$ cat src/rtl/adc_scan_pkg.sv
// Shared types for the multi-channel ADC scan reader: FSM states and channel-width helper.
package adc_scan_pkg;

    typedef enum logic [2:0] {
        ST_RST_HOLD,
        ST_IDLE,
        ST_SETUP,
        ST_WAIT_DRDY,
        ST_SHIFT,
        ST_STORE,
        ST_NEXT
    } state_e;

    // A single-channel build still needs a 1-bit mux select.
    function automatic int ch_width(input int n);
        return (n > 1) ? $clog2(n) : 1;
    endfunction

endpackage

$ cat src/rtl/adc_spi_shifter.sv
// SPI frame reader: generates SCLK, drops leading status bits, shifts data in MSB first.
// done is combinational on the final SCLK fall so the caller can leave SHIFT on that same edge.
module adc_spi_shifter #(
    parameter int DATA_W    = 24,
    parameter int PRE_BITS  = 1,
    parameter int SCLK_HALF = 4
) (
    input  logic              clk,
    input  logic              rst,
    input  logic              go,
    input  logic              dout,
    output logic              sclk,
    output logic              done,
    output logic [DATA_W-1:0] data
);

    localparam int TOTAL = PRE_BITS + DATA_W;
    localparam int HC_W  = $clog2(SCLK_HALF);
    localparam int BC_W  = $clog2(TOTAL + 1);

    logic              active_q, active_d;
    logic              sclk_q, sclk_d;
    logic [HC_W-1:0]   half_q, half_d;
    logic [BC_W-1:0]   bit_q, bit_d;
    logic [DATA_W-1:0] sreg_q, sreg_d;
    logic              half_end;

    assign half_end = active_q && (half_q == HC_W'(SCLK_HALF - 1));
    assign done     = half_end && sclk_q && (bit_q == BC_W'(TOTAL - 1));
    assign sclk     = sclk_q;
    assign data     = sreg_q;

    always_comb begin
        active_d = active_q;
        sclk_d   = sclk_q;
        half_d   = half_q;
        bit_d    = bit_q;
        sreg_d   = sreg_q;
        if (go) begin
            active_d = 1'b1;
            sclk_d   = 1'b0;
            half_d   = '0;
            bit_d    = '0;
        end else if (active_q) begin
            if (half_end) begin
                half_d = '0;
                sclk_d = ~sclk_q;
                // Capture on the rising SCLK edge; fall advances the bit count.
                if (!sclk_q) begin
                    if (bit_q >= BC_W'(PRE_BITS)) begin
                        sreg_d = {sreg_q[DATA_W-2:0], dout};
                    end
                end else if (done) begin
                    active_d = 1'b0;
                end else begin
                    bit_d = bit_q + 1'b1;
                end
            end else begin
                half_d = half_q + 1'b1;
            end
        end
    end

    always_ff @(posedge clk) begin
        if (rst) begin
            active_q <= 1'b0;
            sclk_q   <= 1'b0;
            half_q   <= '0;
            bit_q    <= '0;
            sreg_q   <= '0;
        end else begin
            active_q <= active_d;
            sclk_q   <= sclk_d;
            half_q   <= half_d;
            bit_q    <= bit_d;
            sreg_q   <= sreg_d;
        end
    end

endmodule

$ cat src/rtl/adc_mux_scan_reader.sv
// Scans N_CH mux inputs of a serial ADC per sync edge (or continuously), tagging each sample
// with its channel on a valid/ready output; sticky flags report timeout, overrun and stray syncs.
module adc_mux_scan_reader
    import adc_scan_pkg::*;
#(
    parameter int  DATA_W    = 24,
    parameter int  PRE_BITS  = 1,
    parameter int  N_CH      = 4,
    parameter int  SCLK_HALF = 4,
    parameter int  SETTLE    = 16,
    parameter int  DRDY_TO   = 65535,
    parameter int  RST_CYC   = 32,
    localparam int CH_W      = ch_width(N_CH)
) (
    input  logic              clk,
    input  logic              rst,
    input  logic              sync,
    input  logic              cont_mode,
    input  logic              clr_err,
    input  logic              drdy,
    input  logic              dout,
    output logic              sclk,
    output logic              cs_n,
    output logic              start,
    output logic              adc_rst_n,
    output logic [CH_W-1:0]   a_mux,
    output logic [DATA_W-1:0] out_data,
    output logic [CH_W-1:0]   out_ch,
    output logic              out_valid,
    input  logic              out_ready,
    output logic              busy,
    output logic              err_timeout,
    output logic              err_overrun,
    output logic              err_sync
);

    state_e            state_q, state_d;
    logic [31:0]       cnt_q, cnt_d;
    logic [CH_W-1:0]   ch_q, ch_d;
    logic              start_q, start_d;
    logic              out_valid_q, out_valid_d;
    logic [DATA_W-1:0] out_data_q, out_data_d;
    logic [CH_W-1:0]   out_ch_q, out_ch_d;
    logic              err_to_q, err_to_d;
    logic              err_ov_q, err_ov_d;
    logic              err_sy_q, err_sy_d;
    logic              sync_q;
    logic              drdy_meta_q, drdy_sync_q, drdy_prev_q;
    logic              sync_rise, drdy_rise, shift_go, sh_done;
    logic [DATA_W-1:0] sh_data;

    assign sync_rise = sync & ~sync_q;
    assign drdy_rise = drdy_sync_q & ~drdy_prev_q;

    adc_spi_shifter #(
        .DATA_W   (DATA_W),
        .PRE_BITS (PRE_BITS),
        .SCLK_HALF(SCLK_HALF)
    ) u_shifter (
        .clk (clk),
        .rst (rst),
        .go  (shift_go),
        .dout(dout),
        .sclk(sclk),
        .done(sh_done),
        .data(sh_data)
    );

    always_comb begin
        state_d     = state_q;
        cnt_d       = cnt_q;
        ch_d        = ch_q;
        start_d     = 1'b0;
        shift_go    = 1'b0;
        out_valid_d = out_valid_q;
        out_data_d  = out_data_q;
        out_ch_d    = out_ch_q;
        err_to_d    = clr_err ? 1'b0 : err_to_q;
        err_ov_d    = clr_err ? 1'b0 : err_ov_q;
        err_sy_d    = clr_err ? 1'b0 : err_sy_q;

        if (out_valid_q && out_ready) begin
            out_valid_d = 1'b0;
        end
        if (sync_rise && busy) begin
            err_sy_d = 1'b1;
        end

        case (state_q)
            ST_RST_HOLD: begin
                if (cnt_q == 32'(RST_CYC - 1)) begin
                    cnt_d   = '0;
                    state_d = ST_IDLE;
                end else begin
                    cnt_d = cnt_q + 32'd1;
                end
            end
            ST_IDLE: begin
                if (sync_rise) begin
                    ch_d    = '0;
                    cnt_d   = '0;
                    state_d = ST_SETUP;
                end
            end
            ST_SETUP: begin
                if (cnt_q == 32'(SETTLE - 1)) begin
                    start_d = 1'b1;
                    cnt_d   = '0;
                    state_d = ST_WAIT_DRDY;
                end else begin
                    cnt_d = cnt_q + 32'd1;
                end
            end
            ST_WAIT_DRDY: begin
                if (drdy_rise) begin
                    shift_go = 1'b1;
                    state_d  = ST_SHIFT;
                end else if (cnt_q == 32'(DRDY_TO - 1)) begin
                    err_to_d = 1'b1;
                    cnt_d    = '0;
                    state_d  = ST_NEXT;
                end else begin
                    cnt_d = cnt_q + 32'd1;
                end
            end
            ST_SHIFT: begin
                if (sh_done) begin
                    state_d = ST_STORE;
                end
            end
            ST_STORE: begin
                // A sample leaving this cycle frees the register for the new one.
                if (!out_valid_q || out_ready) begin
                    out_valid_d = 1'b1;
                    out_data_d  = sh_data;
                    out_ch_d    = ch_q;
                end else begin
                    err_ov_d = 1'b1;
                end
                state_d = ST_NEXT;
            end
            ST_NEXT: begin
                cnt_d = '0;
                if (ch_q != CH_W'(N_CH - 1)) begin
                    ch_d    = ch_q + 1'b1;
                    state_d = ST_SETUP;
                end else if (cont_mode) begin
                    ch_d    = '0;
                    state_d = ST_SETUP;
                end else begin
                    state_d = ST_IDLE;
                end
            end
            default: state_d = ST_RST_HOLD;
        endcase
    end

    always_ff @(posedge clk) begin
        if (rst) begin
            state_q     <= ST_RST_HOLD;
            cnt_q       <= '0;
            ch_q        <= '0;
            start_q     <= 1'b0;
            out_valid_q <= 1'b0;
            out_data_q  <= '0;
            out_ch_q    <= '0;
            err_to_q    <= 1'b0;
            err_ov_q    <= 1'b0;
            err_sy_q    <= 1'b0;
            sync_q      <= 1'b0;
            drdy_meta_q <= 1'b0;
            drdy_sync_q <= 1'b0;
            drdy_prev_q <= 1'b0;
        end else begin
            state_q     <= state_d;
            cnt_q       <= cnt_d;
            ch_q        <= ch_d;
            start_q     <= start_d;
            out_valid_q <= out_valid_d;
            out_data_q  <= out_data_d;
            out_ch_q    <= out_ch_d;
            err_to_q    <= err_to_d;
            err_ov_q    <= err_ov_d;
            err_sy_q    <= err_sy_d;
            sync_q      <= sync;
            drdy_meta_q <= drdy;
            drdy_sync_q <= drdy_meta_q;
            drdy_prev_q <= drdy_sync_q;
        end
    end

    assign busy        = (state_q != ST_IDLE) && (state_q != ST_RST_HOLD);
    assign cs_n        = (state_q != ST_SHIFT);
    assign adc_rst_n   = (state_q != ST_RST_HOLD);
    assign start       = start_q;
    assign a_mux       = ch_q;
    assign out_valid   = out_valid_q;
    assign out_data    = out_data_q;
    assign out_ch      = out_ch_q;
    assign err_timeout = err_to_q;
    assign err_overrun = err_ov_q;
    assign err_sync    = err_sy_q;

endmodule

$ cat config.mk
export PLATFORM = sky130hd
export DESIGN_NAME = adc_mux_scan_reader
export DESIGN_NICKNAME = d
export VERILOG_FILES = /design/src/rtl/adc_scan_pkg.sv /design/src/rtl/adc_spi_shifter.sv /design/src/rtl/adc_mux_scan_reader.sv
export SDC_FILE = /design/constraint.sdc
export NUM_CORES = 1
export LEC_CHECK = 0
export BUFFER_PORTS_ARGS = -buffer_cell sky130_fd_sc_hd__buf_4
export CAP_MARGIN = 10
export CORE_MARGIN = 5
export CORE_UTILIZATION = 40
export DETAILED_ROUTE_END_ITERATION = 8
export PLACE_DENSITY_LB_ADDON = 0.05
export SYNTH_ARGS = -nofsm -noshare
export SYNTH_HDL_FRONTEND = slang
export SYNTH_HIERARCHICAL = 1
export SYNTH_SLANG_ARGS = --single-unit
$ cat constraint.sdc
create_clock -name clk -period 1.8 [get_ports clk]
set_input_delay 0.09 -clock clk [delete_from_list [all_inputs] [get_ports clk]]
set_output_delay 0.09 -clock clk [all_outputs]
set_load 0.01 [all_outputs]
==> impl_metrics.ini, run 1 <==
[logic_synthesis]
synthDistinctLibCells = 51
avgSynthCellArea_um2 = 8.779
synthTopCellsByArea = dfxtp_1 (45%), nand2_1 (5.8%), mux2i_1 (5.8%), a21oi_1 (4.5%), nor2_1 (4.2%)
synthCells = 535
synth_top_area_cell = dfxtp_1
async_reset_ff_share_pct = 0
yosysWarnings = 6
synth_edf_count = 0
synth_nets = 551
synth_seq_cells = 105
synth_top_area_share_pct = 44.75
ys.flop_type = dfxtp_1
yosysMostFrequentCell = dfxtp_1
synthTopCellsByCount = dfxtp_1 (105), nand2_1 (73), nor2_1 (53)
seq_area_frac_synth_pct = 44.75
synth_area_mm2 = 0.004697

[worst_setup_path]
endpoint = cnt_q[23]$_SDFFE_PP0P_
startpoint_type = flop
reg2reg_slack_ns = -0.16
arrival_ns = 2.21
cp_max_fo = 15
crit_path_end_kind = flop
rr_startpoint = cnt_q[23]$_SDFFE_PP0P_
startpoint = cnt_q[23]$_SDFFE_PP0P_
reg2reg_depth = 9
worstSetupPathType = reg2reg
required_ns = 2.04
r2r-end = cnt_q[23]$_SDFFE_PP0P_

[clock_network]
cts_buffers = 9
cts_num_sinks = 105
cts_tree = done
clk_pin_slew_ns = 0.08
clk_latency_ns = 0.36
htree_levels = 3
cts_buffer_depth = 2
root_buffer = clkbuf_16

[placement]
gp_congestion = 0.8470
io_buffers = 44
dp_cells = 779
hpwlAfterDp_mm = 8.231

[detailed_routing]
drtPass1Iterations = 4
avgRoutedWirePerCell_um = 14.60
drc_errors = 0
wl_mm = 11.79
vias = 4128
first_iter_violations = 201
detail-route-antenna-nets = 0
post_drt_via_cell_ratio = 5.115

[min_path]
worstHoldStart = dout
hold_path.class = in2reg

[grt]
antenna_found_initial = 0
grt_start_max_net_pins = 36
grt.total_usage_pct = 16.96
grt-ovfl-total = 0
grt_first_pass_wirelength_mm = 19.65
grt_pass1_vias = 4072

[layout]
syn_to_final_growth_pct = 35.64
final_cells = 807
multi_input_area_mm2 = 0.002628
diodes = 0
n_fill_cell = 1029
seq_area_mm2 = 0.002120
nNetsFinal = 675
drive_above_1_share_pct = 31.48
post-route-util_pct = 55.56

[sta]
layout_setup_ws_ns = -0.1625
setup-violations-final = 32
skew_ns = 0.009106
fmax_ghz = 0.5095
drv_slew = 0
hold_viol = 0
worstMarginPinSlew_ns = 0.4790
relSlewSlack_pct = 67.73
finalCriticalPeriod_ns = 1.963
rsz0062_at_grt = true
fin_crit_sh_pct = 109.0

[die]
die_area_mm2 = 0.01401
core_mm2 = 0.01147
rows = 39
start_util_pct = 40.96
die_y_um = 118.4
io_pins = 45
die_w_um = 118.4

[power]
ir_drop_mv = 0.4471
leakage_nw = 2.449
p_per_area_mw_per_mm2 = 693.3

[status]
violations = negative setup slack
status = finished, violations left

[job]
maxCapViolCount = 0
-- critical path: stages (launching register included) --
cell and delay [ns]:
dfxtp_2 0.34, nor4_4 0.29, nand3_1 0.13, buf_6 0.16
o41ai_4 0.33, a21oi_2 0.12, nor3_4 0.13, buf_4 0.16
buf_16 0.14, nor2_1 0.05
-- layer usage --
layer | vias up | wire (um) | track usage [%]
met4 | 0 | 163 | 6.380
met5 | - | 0 | 0
met1 | 1921 | 5897 | 23.82
met3 | 13 | 470 | 3.200
li1 | 2120 | - | -
met2 | 74 | 5255 | 25.91
-- per-stage QoR --
step | total power [mW] | TNS (ns) | hold WS [ns] | area (um^2) | worst slack [ns]
5_1_grt | 4.578 | -7.665 | 0.01798 | 6371 | -0.2533
4_1_cts | 4.485 | -3.412 | 0.008124 | 6243 | -0.1195
3_5_place_dp | 2.515 | -4.472 | 0.3114 | 5753 | -0.2137
6_report | 4.417 | -4.738 | 0.02170 | 6371 | -0.1625
2_1_floorplan | 2.469 | 0 | 0.2182 | 4725 | 0.005858
3_3_place_gp | 2.515 | -3.835 | 0.3125 | 5753 | -0.3048
-- layout make-up --
| class | instances | area share [%] |
|---|---|---|
| Clock buffer | 9 | 3.535 |
| Clock inverter | 7 | 0.9230 |
| Inverter | 11 | 0.6481 |
| Multi-Input combinational cell | 393 | 41.24 |
| Sequential cell | 105 | 33.27 |
| Tap cell | 143 | 2.808 |
| Timing Repair Buffer | 139 | 17.58 |
-- sequential cells by signal (all words and copies together) (netlist names) --
register,count
u_shifter/sclk,1
sync_q,1
state_q,3
u_shifter/data,24
out_ch,2
start,1
out_valid,1
drdy_prev_q,1
drdy_sync_q,1
u_shifter/bit_q,5
err_overrun,1
cnt_q,32
a_mux,2
out_data,24
u_shifter/half_q,2
drdy_meta_q,1
err_sync,1
err_timeout,1
u_shifter/active_q,1
-- logic make-up after synthesis --
kind of cell               synth area share (%)
and+or+nand+nor                           27.09
DFF                                       44.75
AOI/OAI and AO/OA                         10.98
buffers and inverters                     3.889
xor gates and xnor gates                  5.407
muxes                                     5.754
adders and majority gates                 2.131
-- placed cells by master (no fill, tap or decap), types with 4 or more instances in the layout --
cell type  instances
nor4_1             5
a21oi_2            4
nor3_1             7
nor2b_1            8
inv_1              9
nand2b_1          30
nor4_2             6
clkbuf_16          9
o21ai_0           10
nand4_1           17
dfxtp_2           11
and3_1             7
or3_1              6
xor2_1            16
nand2_1           72
a21oi_1           40
dfxtp_1           93
buf_4            129
xnor2_1           13
ha_1               5
nor2_2             4
nand3_1           13
nor2_1            51
mux2i_1           27
-- power breakdown --
part | internal (mW) | switching (mW)
clock | 0.969 | 0.953
sequential | 2.33 | 0.00770
combinational | 0.0775 | 0.0805
-- what timing repair did --
| action | CTS | global route |
|---|---|---|
| endpoints found under the hold margin | 3 | 0 |
| gates cloned | 1 | 0 |
| buffers inserted | 6 | 2 |
| resized for setup | 19 | 34 |
| pin swaps | 2 | 9 |
| endpoints found under the setup margin | 34 | 75 |
| hold buffers | 3 | 0 |
-- worst min path at each step --
| stage | to | slack [ns] | depth (start not counted) |
|---|---|---|---|
| 3_5_place_dp | drdy_meta_q$_SDFF_PP0_ | 0.31 | 2 |
| 2_1_floorplan | drdy_meta_q$_SDFF_PP0_ | 0.22 | 1 |
| 4_1_cts | u_shifter/data[0]$_SDFFE_PP0P_ | 0.008 | 3 |
| 5_1_grt | u_shifter/data[0]$_SDFFE_PP0P_ | 0.02 | 3 |
| 6_report | u_shifter/data[0]$_SDFFE_PP0P_ | 0.02 | 3 |
| 3_3_place_gp | drdy_meta_q$_SDFF_PP0_ | 0.31 | 2 |
(Power assumes the default switching activity.)
==> inputs of run 2 (changes only) <==
Settings changed: CORE_UTILIZATION 40 to 35.
==> run 2 against run 1 <==
  * The run still ends with negative setup slack left
  * Clock power grew 2%
  * Worst setup slack gained 0.022 ns
  * Via count grew 0.27%
  * Die area grew 13%
  * Critical path type unchanged
  * Largest cell class unchanged
==> impl_metrics.ini, run 2 (synthesized netlist as in run 1, its figures left out) <==
[die]
die_w_um = 125.8
io_pins = 45
core_mm2 = 0.01319
start_util_pct = 35.61
die_area_mm2 = 0.01584
rows = 42
die_y_um = 125.8

[sta]
fin_crit_sh_pct = 107.8
hold_viol = 0
finalCriticalPeriod_ns = 1.940
drv_slew = 0
relSlewSlack_pct = 61.19
setup-violations-final = 32
fmax_ghz = 0.5154
worstMarginPinSlew_ns = 0.5821
rsz0062_at_grt = true
layout_setup_ws_ns = -0.1401
skew_ns = 0.009187

[status]
status = finished, violations left
violations = negative setup slack

[worst_setup_path]
cp_cell_sequence = nor4_4 -> nand3_2 -> buf_4 -> nor2_2 -> a211oi_2 -> nor3_4 -> buf_4 -> buf_4 -> nor2_1
crit_path_end_kind = flop
cpPeakStageDelay_ns = 0.34
startpoint_type = flop
cp_max_fo = 5
arrival_ns = 2.19
worstSetupPathType = reg2reg
path_buf_inv = 3
crit_path_frequent_cell = buf_4
required_ns = 2.05
cp_top_family = simple AND/OR/NAND/NOR gates
slowest_stage = dfxtp_2

[layout]
largest_reg_flops = 32
regMostFlops = cnt_q
mostFrequentLayoutCells = buf_4 (128), dfxtp_1 (90), nand2_1 (73)
multi_input_area_mm2 = 0.002611
drive_above_1_share_pct = 31.38
final_cells = 842
syn_to_final_growth_pct = 36.87
layout_commonest_cell = buf_4
diodes = 0
post-route-util_pct = 48.74
seq_area_mm2 = 0.002126
nNetsFinal = 677
n_fill_cell = 1299

[detailed_routing]
drc_errors = 0
post_drt_via_cell_ratio = 4.916
first_iter_violations = 171
detail-route-antenna-nets = 0
vias = 4139
avgRoutedWirePerCell_um = 14.10
drtPass1Iterations = 4
wl_mm = 11.87

[power]
p_per_area_mw_per_mm2 = 693.6
ir_drop_mv = 0.3909
leakage_nw = 2.448

[grt]
grt_start_max_net_pins = 65
antenna_found_initial = 0
grt_first_pass_wirelength_mm = 19.93
grt_pass1_vias = 3992
grt.total_usage_pct = 15.17
grt-ovfl-total = 0

[clock_network]
clk_latency_ns = 0.35
cts_tree = done
cts_buffer_depth = 2
root_buffer = clkbuf_16
htree_levels = 3
cts_buffers = 9
cts_num_sinks = 105
clk_pin_slew_ns = 0.07

[placement]
dp_cells = 806
io_buffers = 44
gp_congestion = 0.7722
hpwlAfterDp_mm = 8.177

[min_path]
hold_path.class = in2reg

[job]
maxCapViolCount = 0
-- run 2: worst register-to-register path: stages (launching register included) --
cell,delay (ns)
dfxtp_2,0.34
nor4_4,0.29
nand3_2,0.17
buf_4,0.18
nor2_2,0.17
a211oi_2,0.13
nor3_4,0.23
buf_4,0.15
buf_4,0.14
nor2_1,0.05
-- run 2: final timing paths --
check	startpoint	endpoint	slack, ns	depth (start not counted)
worst max-delay path	cnt_q[16]$_SDFFE_PP0P_	cnt_q[15]$_SDFFE_PP0P_	-0.14	9
worst min-delay path	clr_err	err_overrun$_SDFF_PP0_	0.09	4
worst max register to register	cnt_q[16]$_SDFFE_PP0P_	cnt_q[15]$_SDFFE_PP0P_	-0.14	9
worst min register to register	drdy_meta_q$_SDFF_PP0_	drdy_sync_q$_SDFF_PP0_	0.44	1
-- run 2: repair_timing --
action	CTS	global route
gates cloned	1	1
resized for setup	27	29
endpoints found under the setup margin	36	43
hold buffers	4	0
setup buffers	7	8
pin swaps	1	11
endpoints found under the hold margin	4	0
-- run 2: area by class of cell --
type | count | area share [%]
Clock buffer | 11 | 3.931
Clock inverter | 5 | 0.7007
Inverter | 11 | 0.7007
Multi-Input combinational cell | 393 | 40.62
Sequential cell | 105 | 33.07
Tap cell | 176 | 3.425
Timing Repair Buffer | 141 | 17.56
-- run 2: through the flow --
stage / instance area, um^2 / total power [mW] / hold slack [ns] / TNS, ns / worst slack [ns]
after floorplan: 4725 / 2.469 / 0.2182 / 0 / 0.005858
after global placement: 5749 / 2.518 / 0.3172 / -7.561 / -0.2588
after detailed placement: 5749 / 2.519 / 0.3163 / -6.938 / -0.2248
after CTS: 6305 / 4.536 / 0.08218 / -2.682 / -0.1040
after global routing: 6429 / 4.632 / 0.1438 / -7.542 / -0.2421
final: 6429 / 4.459 / 0.09131 / -3.848 / -0.1401
-- run 2: routing by layer --
metal / track usage (%) / vias up / share of wire [%]
li1: - / 2104 / -
met2: 22.03 / 72 / 43
met3: 2.710 / 16 / 3.8
met5: 0 / - / 0
met4: 5.237 / 0 / 1.5
met1: 22.56 / 1947 / 52
-- run 2: where the power goes --
group	total [mW]	switching (mW)	internal, mW
logic	0.159	0.0795	0.0796
clock network	1.96	0.926	1.04
registers	2.34	0.00755	2.33
total	4.46	1.01	3.45
